==> config.mk <==
export PLATFORM = sky130hd
export DESIGN_NAME = intersection_phase_scheduler
export DESIGN_NICKNAME = d
export VERILOG_FILES = /design/src/rtl/intersection_phase_scheduler.sv
export SDC_FILE = /design/constraint.sdc
export NUM_CORES = 1
export LEC_CHECK = 0
export BUFFER_PORTS_ARGS = -buffer_cell sky130_fd_sc_hd__buf_2
export CAP_MARGIN = 20
export CORE_UTILIZATION = 56
export DETAILED_ROUTE_END_ITERATION = 10
export PLACE_DENSITY_LB_ADDON = 0.25
export SETUP_SLACK_MARGIN = 0.02
export SYNTH_ARGS = -nofsm -noshare
export SYNTH_HDL_FRONTEND = slang
export SYNTH_SLANG_ARGS = --single-unit
==> constraint.sdc <==
create_clock -name clk -period 3.74 [get_ports clk]
set_input_delay 1.122 -clock clk [delete_from_list [all_inputs] [get_ports clk]]
set_output_delay 1.122 -clock clk [all_outputs]
set_load 0.05 [all_outputs]
==> src/rtl/intersection_phase_scheduler.sv <==
// Tick-timed phase scheduler for a two-way intersection with a pedestrian all-walk phase.
// Round-robin service of NS, EW and pedestrian requests with min/max green, yellow, all-red and walk timing.
module intersection_phase_scheduler #(
   parameter int CLK_PER_TICK = 1,
   parameter int MIN_GREEN    = 5,
   parameter int MAX_GREEN    = 15,
   parameter int YELLOW       = 3,
   parameter int ALL_RED      = 1,
   parameter int WALK         = 8
) (
   input  logic       clk,
   input  logic       rst,
   input  logic       NS_sensor,
   input  logic       EW_sensor,
   input  logic       ped_req,
   output logic [2:0] NS_light,
   output logic [2:0] EW_light,
   output logic       walk,
   output logic [2:0] phase
);

   localparam int DMAX_A = (MIN_GREEN > MAX_GREEN) ? MIN_GREEN : MAX_GREEN;
   localparam int DMAX_B = (YELLOW > ALL_RED) ? YELLOW : ALL_RED;
   localparam int DMAX_C = (DMAX_A > DMAX_B) ? DMAX_A : DMAX_B;
   localparam int DMAX   = (DMAX_C > WALK) ? DMAX_C : WALK;
   localparam int TW     = $clog2(DMAX) + 1;
   localparam int PW     = (CLK_PER_TICK > 1) ? $clog2(CLK_PER_TICK) : 1;

   localparam logic [TW:0]   MIN_C    = (TW+1)'(MIN_GREEN);
   localparam logic [TW:0]   MAX_C    = (TW+1)'(MAX_GREEN);
   localparam logic [TW:0]   YEL_C    = (TW+1)'(YELLOW);
   localparam logic [TW:0]   AR_C     = (TW+1)'(ALL_RED);
   localparam logic [TW:0]   WALK_C   = (TW+1)'(WALK);
   localparam logic [TW-1:0] TSAT_C   = TW'(MAX_GREEN);
   localparam logic [PW-1:0] PRE_TC_C = PW'(CLK_PER_TICK - 1);

   localparam logic [1:0] SRV_NS  = 2'd0;
   localparam logic [1:0] SRV_EW  = 2'd1;
   localparam logic [1:0] SRV_PED = 2'd2;

   localparam logic [2:0] LAMP_R = 3'b100;
   localparam logic [2:0] LAMP_Y = 3'b010;
   localparam logic [2:0] LAMP_G = 3'b001;

   typedef enum logic [2:0] {
      S_ALLRED = 3'd0,
      S_NS_G   = 3'd1,
      S_NS_Y   = 3'd2,
      S_EW_G   = 3'd3,
      S_EW_Y   = 3'd4,
      S_WALK   = 3'd5
   } state_t;

   state_t        state_reg, state_next, rr_next;
   logic [TW-1:0] timer_reg;
   logic [PW-1:0] presc_reg;
   logic          ns_p_reg, ew_p_reg, ped_p_reg;
   logic [1:0]    last_reg;
   logic          tick;
   logic          entering;
   logic [TW:0]   elapsed;
   logic [2:0]    ns_lamp_next, ew_lamp_next;
   logic          walk_next;

   assign tick     = (presc_reg == PRE_TC_C);
   // Elapsed ticks in this state, counting the tick happening at this edge.
   assign elapsed  = {1'b0, timer_reg} + (TW+1)'(tick);
   assign entering = (state_next != state_reg);

   // First pending phase after the one served last; NS is the resting fallback.
   always_comb begin
      rr_next = S_NS_G;
      case (last_reg)
         SRV_NS: begin
            if (ew_p_reg)       rr_next = S_EW_G;
            else if (ped_p_reg) rr_next = S_WALK;
            else                rr_next = S_NS_G;
         end
         SRV_EW: begin
            if (ped_p_reg)      rr_next = S_WALK;
            else if (ns_p_reg)  rr_next = S_NS_G;
            else if (ew_p_reg)  rr_next = S_EW_G;
            else                rr_next = S_NS_G;
         end
         default: begin
            if (ns_p_reg)       rr_next = S_NS_G;
            else if (ew_p_reg)  rr_next = S_EW_G;
            else if (ped_p_reg) rr_next = S_WALK;
            else                rr_next = S_NS_G;
         end
      endcase
   end

   always_comb begin
      state_next = state_reg;
      case (state_reg)
         S_ALLRED: if (tick && elapsed >= AR_C) state_next = rr_next;
         S_NS_G: begin
            if (tick && (ew_p_reg || ped_p_reg) && elapsed >= MIN_C &&
                (!NS_sensor || elapsed >= MAX_C))
               state_next = S_NS_Y;
         end
         S_NS_Y:   if (tick && elapsed >= YEL_C) state_next = S_ALLRED;
         S_EW_G: begin
            if (tick && (ns_p_reg || ped_p_reg) && elapsed >= MIN_C &&
                (!EW_sensor || elapsed >= MAX_C))
               state_next = S_EW_Y;
         end
         S_EW_Y:   if (tick && elapsed >= YEL_C) state_next = S_ALLRED;
         S_WALK:   if (tick && elapsed >= WALK_C) state_next = S_ALLRED;
         default:  state_next = S_ALLRED;
      endcase
   end

   always_comb begin
      ns_lamp_next = LAMP_R;
      ew_lamp_next = LAMP_R;
      walk_next    = 1'b0;
      case (state_next)
         S_NS_G:  ns_lamp_next = LAMP_G;
         S_NS_Y:  ns_lamp_next = LAMP_Y;
         S_EW_G:  ew_lamp_next = LAMP_G;
         S_EW_Y:  ew_lamp_next = LAMP_Y;
         S_WALK:  walk_next    = 1'b1;
         default: ;
      endcase
   end

   always_ff @(posedge clk) begin
      if (rst) begin
         state_reg <= S_ALLRED;
         timer_reg <= '0;
         presc_reg <= '0;
         ns_p_reg  <= 1'b0;
         ew_p_reg  <= 1'b0;
         ped_p_reg <= 1'b0;
         last_reg  <= SRV_PED;
         NS_light  <= LAMP_R;
         EW_light  <= LAMP_R;
         walk      <= 1'b0;
         phase     <= 3'd0;
      end else begin
         presc_reg <= tick ? '0 : presc_reg + 1'b1;
         state_reg <= state_next;

         if (entering)
            timer_reg <= '0;
         else if (tick && timer_reg < TSAT_C)
            timer_reg <= timer_reg + 1'b1;

         // Clear on entry to the serving state beats a same-cycle set.
         if (entering && state_next == S_NS_G)
            ns_p_reg <= 1'b0;
         else if (NS_sensor && state_reg != S_NS_G)
            ns_p_reg <= 1'b1;

         if (entering && state_next == S_EW_G)
            ew_p_reg <= 1'b0;
         else if (EW_sensor && state_reg != S_EW_G)
            ew_p_reg <= 1'b1;

         if (entering && state_next == S_WALK)
            ped_p_reg <= 1'b0;
         else if (ped_req && state_reg != S_WALK)
            ped_p_reg <= 1'b1;

         if (entering) begin
            case (state_next)
               S_NS_G:  last_reg <= SRV_NS;
               S_EW_G:  last_reg <= SRV_EW;
               S_WALK:  last_reg <= SRV_PED;
               default: ;
            endcase
         end

         NS_light <= ns_lamp_next;
         EW_light <= ew_lamp_next;
         walk     <= walk_next;
         phase    <= state_next;
      end
   end

endmodule

==> summary.md <==
| Metric | Value |
|---|---|
| Reg2reg start | presc_reg |
| Cell variety after synth | 50 |
| DRC Markers | 0 |
| GPL Wtd Cong | 0.859 |
| Post-synthesis sequential area ratio | 0.362 |
| CP Max Fanout | 9 |
| Avg WL per Cell | 15.0 µm |
| Nets | 153 |
| Dominant cells by area after synthesis | dfxtp_1, nor2_1, nand2_1, a2111oi_1, ha_1 |
| CTS Buffer Depth | 2 |
| Setup WS pre-CTS | 0.662 ns |
| Mapped Area | 1160 µm² |
| Routed vias | 1098 |
| Later-pin clock latency in the skew report | 0.32 ns |
| Placeable Area | 1960 µm² |
| Worst vdd ir | 0.287 mV |
| Routed Antenna Nets | 0 |
| First-pass DRT Iterations | 4 |
| CP cell instances | inv_1 > ha_1 > ha_1 > and3b_1 > o22ai_1 > o311ai_1 > and3_1 > o221ai_1 > nor2_1 > a2111oi_1 |
| Async set-reset flop share out of synthesis | 0 |
| Site Rows | 16 |
| Clock H-tree levels | 1 |
| Min Tclk post-route | 3.11 ns |
| Hold Crit Start | last_reg[0] |
| I/O Buffers | 14 |
| Share of the synthesized area in the top cell type | 0.362 |
| RR Endpoint | timer_reg[2] |
| Avg Cell Area, Syn | 8.67 µm² |
| Cells after Synth | 134 |
| Die area | 2260 µm² |
| I/O pins | 15 |
| Crit path from | presc_reg |
| DIE WIDTH | 47.5 µm |
| Number of synthesized flops with an enable pin | 0 |
| Leakage | 0.496 nW |
| Slew @ Worst Pin | 0.559 ns |
| Cell at the root of the clock tree | clkbuf_4 |
| Critical Path AT | 3.30 ns |
| Share of layout cells above drive strength 1 | 0.167 |
| Vias/cell | 6.42 |
| Hold Path Class | flip-flop to flip-flop |
| Commonest non-fill, non-tap cell in the layout | dfxtp_1 |
| Diode count | 0 |
| Commonest non-fill, non-tap cells in the layout | dfxtp_1, nor2_1, buf_2 |
| Antenna violations before repair | 0 |
| Hold_buf cts | 0 |
| Hold Vio Cnt, Final | 0 |
| Largest register FFs | 5 |
| CP Launch Type | flip-flop |
| Synth warn | 0 |
| Hold endpoint | last_reg[0] |
| RSZ-0062 raised after global routing | false |
| Clock Skews | 0.00936 ns |
| Reg2Reg Setup Slack | 0.63 ns |
| Starting DRT DRC Count | 52 |
| Fillers | 189 |
| Die span in y | 47.5 µm |
| CTS tree | done |
| Setup TNS | 0 ns |
| Predominant post-synthesis flop cell | dfxtp_1 |
| Seq cells post-synth | 21 |
| Syn Nets | 142 |
| Worst endpoint required time | 3.93 ns |
| Crit-path most repeated cell | ha_1 |
| Dpl hpwl | 1.87 mm |
| GRT Util Overall | 0.255 |
| Min Hold Slack | 0.500 ns |
| Fmax | 0.322 GHz |
| GRT overflow | 0 |
| Total Power | 635 µW |
| Relative slew slack | 0.626 |
| Yosys top cell by area | dfxtp_1 |
| P per Cell Area | 508 nW/µm² |
| Starting Density | 0.592 |
| Synth-to-Final Area Change | 7.65% |
| Pin count of the biggest net entering global routing | 15 |
| Critical path's slowest cell | dfxtp_1 |
| CP endpoint kind | flip-flop |
| Min setup slack post-route | 0.634 ns |
| WHS Path Cells | 2 |
| TritonCTS Buffers | 3 |
| Finished Cell Area | 1250 µm² |
| Crit Path Category | flip-flop to flip-flop |
| Outcome | complete, no violations |
| Largest stage delay, worst path | 0.54 ns |
| Vias in the first global route | 930 |
| Reg2Reg Depth | 10 |
| Reg clk slew, reported paths | 0.13 ns |
| Finish-stage setup viols | 0 |
| Clock sinks | 21 |
| Post CTS Setup Buffer Count | 0 |
| Final Cycle Share | 0.831 |
| Drt total wl | 2.57 mm |
| Slew Limit Fails | 0 |
| Global-route wire length before repair | 4.04 mm |
| Max_cap viols | 0 |
| Cts repair resizes | 0 |
| Area post-placement | 1220 µm² |
## cell usage after synthesis, drive strengths merged, types with 3 or more instances
master   instances
a2111oi          5
a21oi            6
a311oi           4
a31oi            3
and3             3
buf              6
dfxtp           21
ha               3
inv              3
nand2           11
nand3            6
nor2            14
nor2b            4
nor3             3
nor4             3
o21ai            5
o22ai            3
## through the flow
stage | cells | utilization
5_1_grt | 171 | 0.637
3_5_place_dp | 167 | 0.622
3_3_place_gp | 167 | 0.622
2_1_floorplan | 134 | -
4_1_cts | 171 | 0.637
6_report | 171 | 0.637
## final cells by class
class / count / area (µm²) / area share
Clock inverter: 1 / 7.51 / 0.00601
Tap cell: 27 / 33.8 / 0.0270
Multi-Input combinational cell: 102 / 684 / 0.548
Clock buffer: 3 / 22.5 / 0.0180
Inverter: 3 / 11.3 / 0.00901
Sequential cell: 21 / 420 / 0.336
Timing Repair Buffer: 14 / 70.1 / 0.0561
## per-layer routing
layer  vias to the layer above  GRT usage  part of all wire
met5                         -          0                 0
met4                         0      0.128             0.017
met3                         4     0.0377             0.051
met2                        43      0.419              0.49
met1                       516      0.325              0.44
li1                        535          -                 -
## how the worst max path moves through the flow
stage                         endpoint  slack (ns)  depth (start not counted)
after global routing      timer_reg[0]        0.37                         10
after CTS                 timer_reg[1]        0.64                         10
final                     timer_reg[2]        0.63                         10
after detailed placement  timer_reg[2]        0.66                         10
after global placement    timer_reg[0]        0.74                         10
after floorplan           timer_reg[0]        0.94                         12
## kinds of logic (layout without fill, tap and decap cells)
logic type | count (synthesis) | in the layout | synth area share
compound gates | 40 | 40 | 0.280
xor+xnor | 2 | 2 | 0.0151
fa+ha+maj | 3 | 3 | 0.0323
buf+inv | 11 | 21 | 0.0485
flops | 21 | 21 | 0.362
mux | 3 | 3 | 0.0269
other cells | 1 | 1 | 0.00323
simple gates | 53 | 53 | 0.232
## critical path: cells and delay by family, from the launching register on
kind            cells  cell delay [ns]
simple gates        3             0.99
compound gates      4             0.84
flops               1             0.54
fa+ha+maj           2             0.54
buf+inv             1             0.08
## where the power goes
group / switching (mW) / internal, mW
Clock: 0.0761 / 0.0409
Sequential: 0.0324 / 0.252
Combinational: 0.159 / 0.0740
Total: 0.268 / 0.367
No activity file was read; power rests on OpenSTA's default activity.
